File: src/rtl/fifo_drain_arbiter.sv
// Round-robin drain of NUM_SRC registered-read FIFOs into one valid/ready stream.
// Reads are only issued when the 2-entry output buffer can absorb them, so back-pressure never drops a word.
module fifo_drain_arbiter #(
  parameter int NUM_SRC   = 4,
  parameter int DATAWIDTH = 32,
  parameter int BURST_MAX = 8
) (
  input  logic                           clk,
  input  logic                           rst,
  input  logic                           enable,
  input  logic [NUM_SRC-1:0]             src_empty,
  output logic [NUM_SRC-1:0]             src_read_en,
  input  logic [NUM_SRC*DATAWIDTH-1:0]   src_data,
  output logic                           out_valid,
  input  logic                           out_ready,
  output logic [DATAWIDTH-1:0]           out_data,
  output logic [$clog2(NUM_SRC)-1:0]     out_src,
  output logic                           busy,
  output logic                           dbg_state
);

  localparam int SW = $clog2(NUM_SRC);
  localparam int BW = $clog2(BURST_MAX + 1);

  typedef enum logic {IDLE, GRANT} state_t;

  state_t                 state, state_n;
  logic [SW-1:0]          grant, grant_n;
  logic [SW-1:0]          last_grant, last_grant_n;
  logic [BW-1:0]          burst, burst_n;
  logic                   inflight;
  logic [SW-1:0]          inflight_src;
  logic [DATAWIDTH-1:0]   mem_data [2];
  logic [SW-1:0]          mem_src  [2];
  logic                   rd_ptr, wr_ptr;
  logic [1:0]             occ;

  logic                   pop, space_ok, found, rd;
  logic [SW-1:0]          pick, rd_src;
  logic [DATAWIDTH-1:0]   cap_data;

  // Handshake: a word moves downstream in any cycle where out_valid && out_ready.
  assign pop       = out_valid && out_ready;
  assign space_ok  = (({1'b0, occ} + {2'b0, inflight}) - {2'b0, pop}) < 3'd2;
  assign out_valid = (occ != 2'd0);
  assign out_data  = mem_data[rd_ptr];
  assign out_src   = mem_src[rd_ptr];
  assign busy      = (state == GRANT) || inflight || (occ != 2'd0);
  assign dbg_state = state;
  assign cap_data  = src_data[inflight_src*DATAWIDTH +: DATAWIDTH];

  // First non-empty source searching upward from last_grant+1, with wrap.
  always_comb begin
    found = 1'b0;
    pick  = last_grant;
    for (int i = 1; i <= NUM_SRC; i++) begin
      if (!found && !src_empty[(int'(last_grant) + i) % NUM_SRC]) begin
        found = 1'b1;
        pick  = SW'((int'(last_grant) + i) % NUM_SRC);
      end
    end
  end

  always_comb begin
    state_n      = state;
    grant_n      = grant;
    last_grant_n = last_grant;
    burst_n      = burst;
    rd           = 1'b0;
    rd_src       = grant;
    case (state)
      IDLE: begin
        if (enable && found) begin
          state_n = GRANT;
          grant_n = pick;
          rd_src  = pick;
          rd      = space_ok;
        end
      end
      GRANT: begin
        if (!enable || src_empty[grant] || (burst == BW'(BURST_MAX))) begin
          state_n      = IDLE;
          last_grant_n = grant;
          burst_n      = '0;
        end else begin
          rd = space_ok;
        end
      end
      default: state_n = IDLE;
    endcase
    if (rst) rd = 1'b0;
    if (rd) burst_n = burst + BW'(1);
  end

  always_comb begin
    src_read_en = '0;
    for (int i = 0; i < NUM_SRC; i++) begin
      src_read_en[i] = rd && (rd_src == SW'(i));
    end
  end

  always_ff @(posedge clk or posedge rst) begin
    if (rst) begin
      state        <= IDLE;
      grant        <= '0;
      last_grant   <= SW'(NUM_SRC - 1);
      burst        <= '0;
      inflight     <= 1'b0;
      inflight_src <= '0;
      rd_ptr       <= 1'b0;
      wr_ptr       <= 1'b0;
      occ          <= 2'd0;
      for (int i = 0; i < 2; i++) begin
        mem_data[i] <= '0;
        mem_src[i]  <= '0;
      end
    end else begin
      state      <= state_n;
      grant      <= grant_n;
      last_grant <= last_grant_n;
      burst      <= burst_n;
      inflight   <= rd;
      if (rd) inflight_src <= rd_src;
      // Source index comes from the issue cycle, not the current grant.
      if (inflight) begin
        mem_data[wr_ptr] <= cap_data;
        mem_src[wr_ptr]  <= inflight_src;
        wr_ptr           <= ~wr_ptr;
      end
      if (pop) rd_ptr <= ~rd_ptr;
      occ <= (occ + {1'b0, inflight}) - {1'b0, pop};
    end
  end

endmodule

File: config.mk
export PLATFORM = sky130hd
export DESIGN_NAME = fifo_drain_arbiter
export DESIGN_NICKNAME = d
export VERILOG_FILES = /design/src/rtl/fifo_drain_arbiter.sv
export SDC_FILE = /design/constraint.sdc
export NUM_CORES = 1
export LEC_CHECK = 0
export BUFFER_PORTS_ARGS = -buffer_cell sky130_fd_sc_hd__buf_2
export CORE_MARGIN = 2
export CORE_UTILIZATION = 50
export CTS_BUF_LIST = sky130_fd_sc_hd__clkbuf_16
export CTS_CLUSTER_DIAMETER = 200
export DETAILED_ROUTE_END_ITERATION = 8
export GPL_TIMING_DRIVEN = 0
export PLACE_DENSITY = 0.89
export SYNTH_ARGS = -nofsm -noshare
export SYNTH_HDL_FRONTEND = slang
export SYNTH_SLANG_ARGS = --single-unit
File: constraint.sdc
create_clock -name clk -period 5.7 [get_ports clk]
set_input_delay 1.14 -clock clk [delete_from_list [all_inputs] [get_ports clk]]
set_output_delay 1.14 -clock clk [all_outputs]
set_load 0.02 [all_outputs]
# Word-level counts from Yosys, hierarchy flattened
# Cells that the tools add are included.
# word_totals
regBits	84
output_inout_bits	41
wordCells	121
# classes
eq_ne	4
n_reduce_logical	30
n_shift	1
add_sub_neg	9
muxes	46
order_cmp	9
n_bitwise	9
# op_table
cell	n
32-bit two-way mux	4
128-bit by 8-bit indexed part select with 32-bit output	1
64-bit bitwise mux	1
32-bit demux with 1-bit select	1
2-bit two-way mux	10
1-bit two-way mux	18
3-bit by 4-bit less-than comparator with 1-bit output, second input constant	4
4-bit two-way mux	3
1-bit binary-select mux with 2-bit select	5
1-bit logical AND	10
2-bit OR reduction	4
1-bit logical NOT	6
2-bit nonzero test	3
2-bit by 1-bit adder with 2-bit output, second input constant	2
2-bit adder, second input constant	2
4-bit by 1-bit adder with 4-bit output, second input constant	1
1-bit AND, first input constant	4
4-bit bitwise mux	1
2-bit equality test, second input constant	2
4-bit equality test, second input constant	1
2-bit >= comparator, second input constant	2
1-bit logical OR	4
1-bit inverter with 2-bit output	2
1-bit one-hot mux with 2 select lines	2
other kinds (12)	15

# Depth between registers and ports, before layout
# Gate-level depths: netlist of the first run.
# logic_depth
word_depth	21
mapped_depth	12

# Least setup slack after synthesis of the first run
# Ideal clock, no wire load.
# synth_timing
kind	input-to-output
from	input port rst
to	output port src_read_en[0]
path_buffers	0
path_slack_ns	0.444
required_time_ns	4.560
arrival_time_ns	4.116
cell_stages	4
path_cell_list	inv_1 > nand3_1 > nand2b_4 > a211oi_1
# synth_between
elab_chain_cells	2
# synth_lines
item	line_no	source
start: declaration	9	input logic rst,
1-bit two-way mux	91	if (rst) rd = 1'b0;
1-bit logical AND	98	src_read_en[i] = rd && (rd_src == SW'(i));
end: declaration	12	output logic [NUM_SRC-1:0] src_read_en,
# No other way between the ends.

# Worst setup path in the final report of the first run
# layout_timing
from	input port out_ready
to	output port src_read_en[2]
# layout_between
elab_chain_cells	7
elab_cells_between_ends	8
# layout_lines
item	line_no	source
start: declaration	15	input logic out_ready,
1-bit logical AND *	43	assign pop = out_valid && out_ready;
named net pop	38	logic pop, space_ok, found, rd;
3-bit by 1-bit subtractor with 3-bit output *	44	assign space_ok = (({1'b0, occ} + {2'b0, inflight}) - {2'b0, pop}) < 3'd2;
3-bit by 2-bit less-than comparator with 1-bit output *	44	
1-bit two-way mux, on equally long branches	81, 73	
1-bit one-hot mux with 2 select lines *	71	case (state)
1-bit two-way mux *	91	
1-bit logical AND *	98	
# Mark *: on every way through the listed nets, which the timed path passes. The rest lies on a longest branch.

==> results of run 1 <==
==> metal layers <==
metal | routed length, um | vias to the layer above | GRT usage | part of all wire
met5 | 0 | - | 0 | 0
met4 | 227 | 0 | 0.0896 | 0.020
met3 | 596 | 24 | 0.0383 | 0.051
met2 | 6450 | 144 | 0.425 | 0.56
met1 | 4340 | 1814 | 0.272 | 0.37
li1 | - | 1584 | - | -
==> kinds of logic after synthesis <==
kind of cell | share of synthesized area
XOR/XNOR | 0.00754
flip-flops | 0.453
AND/OR/NAND/NOR | 0.0441
AO/OA/AOI/OAI | 0.0369
adder cells (fa/ha/maj) | 0.0151
multiplexers | 0.417
buffers and inverters | 0.0266
==> worst paths after layout <==
check | from | to | slack (ns) | cells after the start
max in group asynchronous | rst | last_grant[0] | 4.32 | 3
min in group asynchronous | rst | mem_data[50] | 0.74 | 2
setup / recovery | out_ready | src_read_en[2] | 1.22 | 12
hold reg to reg | mem_data[43] | mem_data[43] | 0.50 | 1
hold / removal | mem_data[43] | mem_data[43] | 0.50 | 1
setup reg to reg | occ[1] | inflight_src[0] | 2.77 | 12
==> flip-flops by register name, summed over array words and instances (netlist names) <==
signal,count
inflight,1
grant,2
mem_src,4
rd_ptr,1
occ,2
dbg_state,1
last_grant,2
burst,4
wr_ptr,1
mem_data,64
inflight_src,2
==> layout make-up <==
| type | instances | area, um2 | area share |
|---|---|---|---|
| Timing Repair Buffer | 177 | 908 | 0.152 |
| Clock buffer | 9 | 225 | 0.0377 |
| Tap cell | 111 | 139 | 0.0232 |
| Multi-Input combinational cell | 201 | 2420 | 0.405 |
| Inverter | 11 | 46.3 | 0.00775 |
| Clock inverter | 7 | 50.0 | 0.00838 |
| Sequential cell | 84 | 2100 | 0.352 |
| Buffer | 20 | 80.1 | 0.0134 |
==> cell usage after synthesis, types with 2 or more instances <==
cell type / n / area, um2
buf_2: 4 / 20.0
and2_1: 2 / 12.5
mux2_2: 104 / 1170
nor2b_1: 4 / 25.0
o31ai_1: 2 / 15.0
dfstp_2: 2 / 52.6
and3b_1: 2 / 17.5
ha_1: 4 / 50.1
xor2_1: 2 / 17.5
nand2_1: 3 / 11.3
o211a_1: 2 / 20.0
nor2_1: 4 / 15.0
mux4_2: 33 / 743
inv_1: 9 / 33.8
clkinv_2: 2 / 10.0
or2_2: 2 / 12.5
a211oi_1: 2 / 15.0
buf_1: 5 / 18.8
and4_1: 2 / 17.5
nand2b_1: 6 / 37.5
xnor2_1: 2 / 17.5
clkbuf_1: 11 / 41.3
nand3_1: 2 / 10.0
dfrtp_1: 82 / 2050
==> power breakdown <==
part | switching, uW | total [uW] | internal, uW
logic | 877 | 1740 | 859
clock network | 241 | 538 | 297
registers | 152 | 1040 | 885
total | 1270 | 3310 | 2040
==> stage by stage <==
step           TNS [ns]  area [um2]
2_1_floorplan         0        4650
3_3_place_gp     -0.838        5670
3_5_place_dp          0        5700
4_1_cts               0        5970
5_1_grt               0        5970
6_report              0        5970
==> metrics.yaml, run 1 <==
outcome:
  status: "finished clean"
placed_design:
  finalWeightedCongestion: 0.796
  preCtsSetupSlack_ns: 1.22
  numPortBuffers: 176
  dp_cells: 604
  dp_hpwl_um: 8860
timing:
  max_freq_ghz: 0.223
  hold_viol_final: 0
  relSlewSlack: 0.557
  skew_ns: 0.00886
  worst_slew_pin_slew_ns: 0.665
  setup_ws_ns: 1.22
  fin_crit_ns: 4.48
  drv_slew: 0
  fin_crit_sh: 0.786
  finalSetupViolations: 0
  rsz0062_at_grt: "no"
  holdWs_ns: 0.504
worst_setup_path:
  crit_type: "in2out"
  max_stage_delay_ns: 0.39
  critPathLaunchType: "input pin"
  endpoint_kind: "output port"
  crit_slowest_cell: "fa_1"
  crit_required_ns: 4.56
  cp_cell_sequence: "buf_2, and2_1, ha_1, inv_1, ha_1, inv_1, fa_1, xnor2_1, nand3_1, nand2b_4, nor4_2, buf_2"
  worst-path-max-fanout: 7
  arrival_ns: 3.34
  crit_family: "simple AND/OR/NAND/NOR gates"
  path_buf_inv: 4
layout:
  syn2layout_area_growth_pct: 28.5
  final_util: 0.656
  antenna_cells: 0
  finalNonFillerCells: 620
  n_fill_cell: 700
  layout_commonest_cell: "buf_2"
  final_cell_mix: "180 x buf_2, 104 x mux2_2, 82 x dfrtp_1, 33 x mux4_2, 11 x clkbuf_1"
  nets: 645
  drive_gt1_frac: 0.680
logic_synthesis:
  synthDistinctLibCells: 47
  ys_seq_area_frac: 0.453
  syn_area_um2: 4650
  synth_flop_cell: "dfrtp_1"
  syn_inst: 316
  avgSynthCellArea_um2: 14.7
  ys_ff_latch: 84
  ys_warn_count: 0
  synth-edff-count: 0
  synthArstFlopShare: 1.00
  synth_nets: 457
clock_tree:
  cts_hold_buffers: 0
  post_cts_buffers: 0
  insertion_delay_ns: 0.33
  cts_buffer_depth: 2
  cts_tree: "yes"
  clock-sinks: 84
  cts-resized-gates: 0
  htreeDepth: 3
  ctsRootBufferMaster: "clkbuf_16"
  cts_buffers: 9
  clkTransAtPathRegs_ns: 0.07
route:
  wl_per_cell_um: 18.7
  vias: 3566
  final_antenna_net_count: 0
  drt_first_pass_iters: 6
  via_per_inst: 5.75
  drtIter0Drc: 123
  drt-total-wl_um: 11600
  drc: 0
die:
  die_x_um: 100
  start_util: 0.510
  core_um2: 9110
  rows: 35
  die_h_um: 100
  die_area_um2: 10100
  io_pins: 177
global_route:
  grt_antenna_before_repair: 0
  grt_pass1_wl_um: 18000
  track_usage: 0.232
  grt_remaining_overflow: 0
  grt_max_degree: 70
  grt_pass1_vias: 3738
pwr:
  power.density_nw_per_um2: 554
  leakage_uw: 0.00279
  ir_drop_uv: 311
  total_power_uw: 3310
worst_hold_path:
  hp-class: "reg2reg"
run:
  drv_cap: 0
No activity file was read; power rests on OpenSTA's default activity.
==> run 2: changes to the inputs <==
==> constraint.sdc (replaced) <==
create_clock -name clk -period 4.4 [get_ports clk]
set_input_delay 0.88 -clock clk [delete_from_list [all_inputs] [get_ports clk]]
set_output_delay 0.88 -clock clk [all_outputs]
set_load 0.02 [all_outputs]
==> run 2 against run 1 <==
- via count down 3.2%
- largest cell class unchanged
- sequential share of layout area down 0.11 points
- critical endpoint unchanged
- final area up 0.31%
==> metrics.yaml, run 2 (synthesis results as in run 1) <==
clock_tree:
  insertion_delay_ns: 0.34  # was 0.33 ns
  post_cts_buffers: 0  # unchanged
  clock-sinks: 84  # unchanged
  cts_buffer_depth: 2  # unchanged
  cts-resized-gates: 0  # unchanged
  htreeDepth: 3  # unchanged
  cts_hold_buffers: 0  # unchanged
  clkTransAtPathRegs_ns: 0.06  # was 0.07 ns
  ctsRootBufferMaster: "clkbuf_16"  # unchanged
  cts_buffers: 9  # unchanged
  cts_tree: "yes"  # unchanged
timing:
  fin_crit_ns: 4.14
  skew_ns: 0.00614  # was 0.00886 ns
  holdWs_ns: 0.500  # was 0.504 ns
  finalSetupViolations: 0  # unchanged
  max_freq_ghz: 0.242
  hold_viol_final: 0  # unchanged
  drv_slew: 0  # unchanged
  fin_crit_sh: 0.940
  worst_slew_pin_slew_ns: 0.934  # was 0.665 ns
  relSlewSlack: 0.376  # was 0.557
  rsz0062_at_grt: "no"  # unchanged
layout:
  layout_commonest_cell: "buf_2"  # unchanged
  nets: 645  # unchanged
  reg_top3: "mem_data: 64 flops, burst: 4 flops, mem_src: 4 flops"  # unchanged
  antenna_cells: 0  # unchanged
  syn2layout_area_growth_pct: 28.9  # was 28.5%
  drive_gt1_frac: 0.680  # unchanged
  top_register: "mem_data"  # unchanged
  largest_reg_flops: 64  # unchanged
  final_cell_mix: "180 x buf_2, 104 x mux2_2, 82 x dfrtp_1, 33 x mux4_2, 11 x clkbuf_1"  # unchanged
die:
  start_util: 0.510  # unchanged
  die_h_um: 100  # unchanged
  die_x_um: 100  # unchanged
  die_area_um2: 10100  # unchanged
  core_um2: 9110  # unchanged
  io_pins: 177  # unchanged
  rows: 35  # unchanged
route:
  via_per_inst: 5.57  # was 5.75
  vias: 3451  # was 3566
  drtIter0Drc: 118  # was 123
  wl_per_cell_um: 17.6  # was 18.7 um
  drt-total-wl_um: 10900  # was 11600 um
  drt_first_pass_iters: 7  # was 6
  final_antenna_net_count: 0  # unchanged
  drc: 0  # unchanged
placed_design:
  dp_hpwl_um: 8370  # was 8860 um
  numPortBuffers: 176  # unchanged
  finalWeightedCongestion: 0.811  # was 0.796
worst_hold_path:
  hp-class: "reg2reg"  # unchanged
outcome:
  status: "finished clean"  # unchanged
worst_setup_path:
  crit_family: "simple AND/OR/NAND/NOR gates"  # unchanged
  cp_cell_sequence: "or2_2, and2_1, ha_1, inv_1, ha_1, inv_1, fa_1, xnor2_1, nand3_1, nand2b_4, nor4_2, buf_2"  # was buf_2, and2_1, ha_1, inv_1, ha_1, inv_1, fa_1, xnor2_1, nand3_1, nand2b_4, nor4_2, buf_2
  max_stage_delay_ns: 0.43  # was 0.39 ns
  crit_slowest_cell: "dfrtp_1"  # was fa_1
  crit_type: "reg2out"  # was in2out
  arrival_ns: 3.26  # was 3.34 ns
  path_buf_inv: 3  # was 4
  endpoint_kind: "output port"  # unchanged
  crit_required_ns: 3.52  # was 4.56 ns
  critPathLaunchType: "flip-flop"  # was input pin
  worst-path-max-fanout: 7  # unchanged
global_route:
  grt_pass1_wl_um: 17300  # was 18000 um
  grt_antenna_before_repair: 0  # unchanged
  grt_max_degree: 44  # was 70
  grt_pass1_vias: 3685  # was 3738
  grt_remaining_overflow: 0  # unchanged
  track_usage: 0.222  # was 0.232
pwr:
  power.density_nw_per_um2: 719  # was 554 nW/um2
  total_power_uw: 4310  # was 3310 uW
  leakage_uw: 0.00279  # about the same
  ir_drop_uv: 418  # was 311 uV
run:
  drv_cap: 0  # unchanged
run 2: cell count changes in the layout (fill, tap and decap cells not counted), sizes merged:
cell,change
bufinv,+1
clkinv,+1
inv,-3
clkinvlp,+1
run 2: cell type report:
| cell class | count | area, um2 |
|---|---|---|
| fill | 682 | 3120 |
| multi-input combinational | 201 | 2420 |
| sequential | 84 | 2100 |
| timing repair buffer | 177 | 901 |
| clock buffer | 9 | 225 |
| tap | 111 | 139 |
| buffer | 20 | 80.1 |
| clock inverter | 7 | 75.1 |
| inverter | 11 | 47.5 |
run 2: routing by layer:
layer  global-route usage  up-vias  share of wire
met5                    0        -              0
met4               0.0674        0          0.018
met3               0.0515       17          0.052
met2                0.404      126           0.54
met1                0.260     1734           0.39
li1                     -     1574              -
run 2: through the flow:
step,setup TNS (ns),worst slack [ns],utilization,instances,instance area [um2]
detailed placement,0,0.454,0.625,604,5690
global route,0,0.0776,0.658,620,5990
finish,0,0.264,0.658,620,5990
CTS,0,0.229,0.658,620,5990
floorplan,0,0.498,-,316,4650
global placement,-0.748,-0.293,0.623,603,5670
run 2: report_power, final:
part / leakage [uW] / switching (uW) / total (uW) / internal, uW
combinational: 0.00164 / 1100 / 2210 / 1110
clock: 0.000140 / 319 / 762 / 443
sequential: 0.00102 / 190 / 1340 / 1150
run 2: path summary, 6_finish.rpt:
path                         from         endpoint  slack [ns]  depth (start not counted)
max                        occ[1]   src_read_en[2]        0.26                         12
max reg2reg                occ[1]  inflight_src[0]        1.43                         12
min in group asynchronous     rst         grant[0]        0.74                          2
min reg2reg                wr_ptr           wr_ptr        0.50                          1
max in group asynchronous     rst     mem_data[15]        2.97                          3
min                        wr_ptr           wr_ptr        0.50                          1
run 2: worst reg2reg max path, delay by kind of cell (launching register included):
| kind | cells | cell delay, ns |
|---|---|---|
| xor gates and xnor gates | 1 | 0.17 |
| adders and majority gates | 3 | 0.81 |
| buffers and inverters | 3 | 0.21 |
| DFF | 1 | 0.43 |
| muxes | 1 | 0.30 |
| and+or+nand+nor | 4 | 0.95 |
==> run 3: changes to the inputs <==
--- a/config.mk
+++ b/config.mk
@@ -7,12 +7,12 @@
 export LEC_CHECK = 0
 export BUFFER_PORTS_ARGS = -buffer_cell sky130_fd_sc_hd__buf_2
 export CORE_MARGIN = 2
-export CORE_UTILIZATION = 50
+export CORE_UTILIZATION = 53
 export CTS_BUF_LIST = sky130_fd_sc_hd__clkbuf_16
 export CTS_CLUSTER_DIAMETER = 200
 export DETAILED_ROUTE_END_ITERATION = 8
 export GPL_TIMING_DRIVEN = 0
-export PLACE_DENSITY = 0.89
+export PLACE_DENSITY = 0.93
 export SYNTH_ARGS = -nofsm -noshare
 export SYNTH_HDL_FRONTEND = slang
 export SYNTH_SLANG_ARGS = --single-unit
==> constraint.sdc (replaced) <==
create_clock -name clk -period 4.8 [get_ports clk]
set_input_delay 0.96 -clock clk [delete_from_list [all_inputs] [get_ports clk]]
set_output_delay 0.96 -clock clk [all_outputs]
set_load 0.02 [all_outputs]
==> run 3 against run 2 <==
- clock power fell by 12%
- register-to-register slack improved by 0.54 ns
- sequential share of layout area fell by 0.051 points
- largest cell class unchanged
- sequential power fell by 8%
- wire length rose by 0.16%
- first-iteration DRC count rose by 21%
- worst hold slack got worse by 0.0018 ns
- worst setup slack improved by 0.49 ns
- via count rose by 0.52%
- clock skew barely moved
- non-clock buffer count rose by 1
==> metrics.yaml, run 3 (synthesis results as in run 1) <==
outcome:
  status: "finished clean"  # unchanged
timing:
  relSlewSlack: 0.566  # was 0.376
  setup_tns_ns: 0  # unchanged
  max_freq_ghz: 0.247
  finalSetupViolations: 0  # unchanged
  fin_crit_sh: 0.842
  rsz0062_at_grt: "no"  # unchanged
  fin_crit_ns: 4.04
  holdWs_ns: 0.498  # was 0.500 ns
  skew_ns: 0.00600  # was 0.00614 ns
  worst_slew_pin_slew_ns: 0.651  # was 0.934 ns
  drv_slew: 0  # unchanged
  hold_viol_final: 0  # unchanged
clock_tree:
  htreeDepth: 3  # unchanged
  cts_tree: "yes"  # unchanged
  cts_buffers: 9  # unchanged
  clkTransAtPathRegs_ns: 0.06  # about the same
  ctsRootBufferMaster: "clkbuf_16"  # unchanged
  cts_hold_buffers: 0  # unchanged
  cts_buffer_depth: 2  # unchanged
  cts-resized-gates: 0  # unchanged
  clock-sinks: 84  # unchanged
  post_cts_buffers: 0  # unchanged
  insertion_delay_ns: 0.33  # was 0.34 ns
worst_setup_path:
  rr_worst_depth: 12  # unchanged
  worstReg2RegStart: "occ[1]"  # unchanged
  crit_type: "reg2out"  # unchanged
  crit_slowest_cell: "dfrtp_1"  # unchanged
  endpoint_kind: "output port"  # unchanged
  cp_cell_sequence: "or2_2, and2_1, ha_1, inv_1, ha_1, inv_1, fa_1, xnor2_1, nand3_1, nand2b_4, clkinv_2, and4_1, buf_2"  # was or2_2, and2_1, ha_1, inv_1, ha_1, inv_1, fa_1, xnor2_1, nand3_1, nand2b_4, nor4_2, buf_2
  r2r_setup_slack_ns: 1.97  # was 1.43 ns
  r2r_end: "inflight_src[0]"  # unchanged
  max_stage_delay_ns: 0.42  # was 0.43 ns
  worst-path-max-fanout: 7  # unchanged
  critPathLaunchType: "flip-flop"  # unchanged
  crit_required_ns: 3.84  # was 3.52 ns
  arrival_ns: 3.08  # was 3.26 ns
layout:
  drive_gt1_frac: 0.680  # about the same
  largest_reg_flops: 64  # unchanged
  n_fill_cell: 630  # was 682
  nets: 646  # was 645
  reg_top3: "mem_data: 64 flops, burst: 4 flops, mem_src: 4 flops"  # unchanged
  syn2layout_area_growth_pct: 29.1  # was 28.9%
  finalNonFillerCells: 618  # was 620
  final_cell_mix: "180 x buf_2, 104 x mux2_2, 82 x dfrtp_1, 33 x mux4_2, 11 x clkbuf_1"  # unchanged
  layout_commonest_cell: "buf_2"  # unchanged
  top_register: "mem_data"  # unchanged
  antenna_cells: 0  # unchanged
placed_design:
  dp_hpwl_um: 8410  # was 8370 um
  dp_cells: 602  # was 604
  finalWeightedCongestion: 0.803  # was 0.811
  numPortBuffers: 176  # unchanged
die:
  die_area_um2: 9540  # was 10100 um2
  io_pins: 177  # unchanged
  rows: 34  # was 35
  core_um2: 8590  # was 9110 um2
  die_x_um: 97.7  # was 100 um
  die_h_um: 97.7  # was 100 um
  start_util: 0.541  # was 0.510
route:
  drtIter0Drc: 143  # was 118
  drc: 0  # unchanged
  final_antenna_net_count: 0  # unchanged
  vias: 3469  # was 3451
  wl_per_cell_um: 17.7  # was 17.6 um
  via_per_inst: 5.61  # was 5.57
  drt_first_pass_iters: 4  # was 7
  drt-total-wl_um: 10900  # about the same
global_route:
  grt_pass1_vias: 3734  # was 3685
  grt_remaining_overflow: 0  # unchanged
  grt_max_degree: 37  # was 44
  grt_pass1_wl_um: 17400  # was 17300 um
  track_usage: 0.232  # was 0.222
  grt_antenna_before_repair: 0  # unchanged
pwr:
  leakage_uw: 0.00280  # was 0.00279 uW
  power.density_nw_per_um2: 654  # was 719 nW/um2
  ir_drop_uv: 352  # was 418 uV
worst_hold_path:
  hp-start: "mem_data[1]"  # was wr_ptr
  hp-class: "reg2reg"  # unchanged
  whs_path_depth: 1  # unchanged
  hold_path_end: "mem_data[1]"  # was wr_ptr
run:
  drv_cap: 0  # unchanged
==> run 3: cell count changes in the layout (fill, tap and decap cells not counted) <==
| cell | change |
|---|---|
| clkinv_2 | +2 |
| inv_6 | -2 |
| buf_12 | +1 |
==> run 3: critical path: cells and delay by family (launching register included) <==
kind,cells,cell delay (ns)
AND/OR/NAND/NOR,5,1.05
buffers and inverters,4,0.37
XOR/XNOR,1,0.14
flip-flops,1,0.42
adder cells (fa/ha/maj),3,0.77
==> run 3: how the worst max path moves through the flow <==
stage / startpoint / end / cells after the start
6_report: occ[1] / src_read_en[3] / 13
5_1_grt: occ[1] / src_read_en[2] / 12
4_1_cts: occ[1] / src_read_en[2] / 12
3_5_place_dp: out_ready / src_read_en[2] / 12
3_3_place_gp: rst / src_read_en[3] / 7
2_1_floorplan: rst / src_read_en[3] / 5
==> run 3: area by class of cell <==
| type | instances | area [um2] | area share |
|---|---|---|---|
| well taps | 108 | 135 | 0.0225 |
| plain buffers | 20 | 80.1 | 0.0133 |
| clock inverters | 7 | 67.6 | 0.0113 |
| clock buffers | 9 | 225 | 0.0375 |
| repair buffers | 178 | 921 | 0.153 |
| flip-flops and latches | 84 | 2100 | 0.351 |
| inverters | 11 | 47.5 | 0.00792 |
| multi-input cells | 201 | 2420 | 0.403 |
==> run 3: stage by stage <==
stage | worst slack, ns | cell area, um2 | utilization | total power, uW
2_1_floorplan | 0.738 | 4650 | - | 2720
4_1_cts | 0.724 | 6000 | 0.698 | 3970
3_5_place_dp | 0.777 | 5710 | 0.664 | 3280
6_report | 0.756 | 6000 | 0.698 | 3930
5_1_grt | 0.529 | 6000 | 0.698 | 4170
3_3_place_gp | -0.0376 | 5670 | 0.660 | 3170
==> run 3: report_power, final <==
group | switching (uW) | leakage [uW] | total (uW) | internal, uW
logic | 1010 | 0.00165 | 2030 | 1020
registers | 176 | 0.00102 | 1230 | 1050
clock network | 271 | 0.000139 | 671 | 400
==> run 3: metal layers <==
layer | global-route usage | vias to the layer above | wire (um)
li1 | - | 1582 | -
met1 | 0.279 | 1740 | 4190
met2 | 0.415 | 127 | 6000
met3 | 0.0396 | 20 | 528
met4 | 0.0876 | 0 | 214
met5 | 0 | - | 0
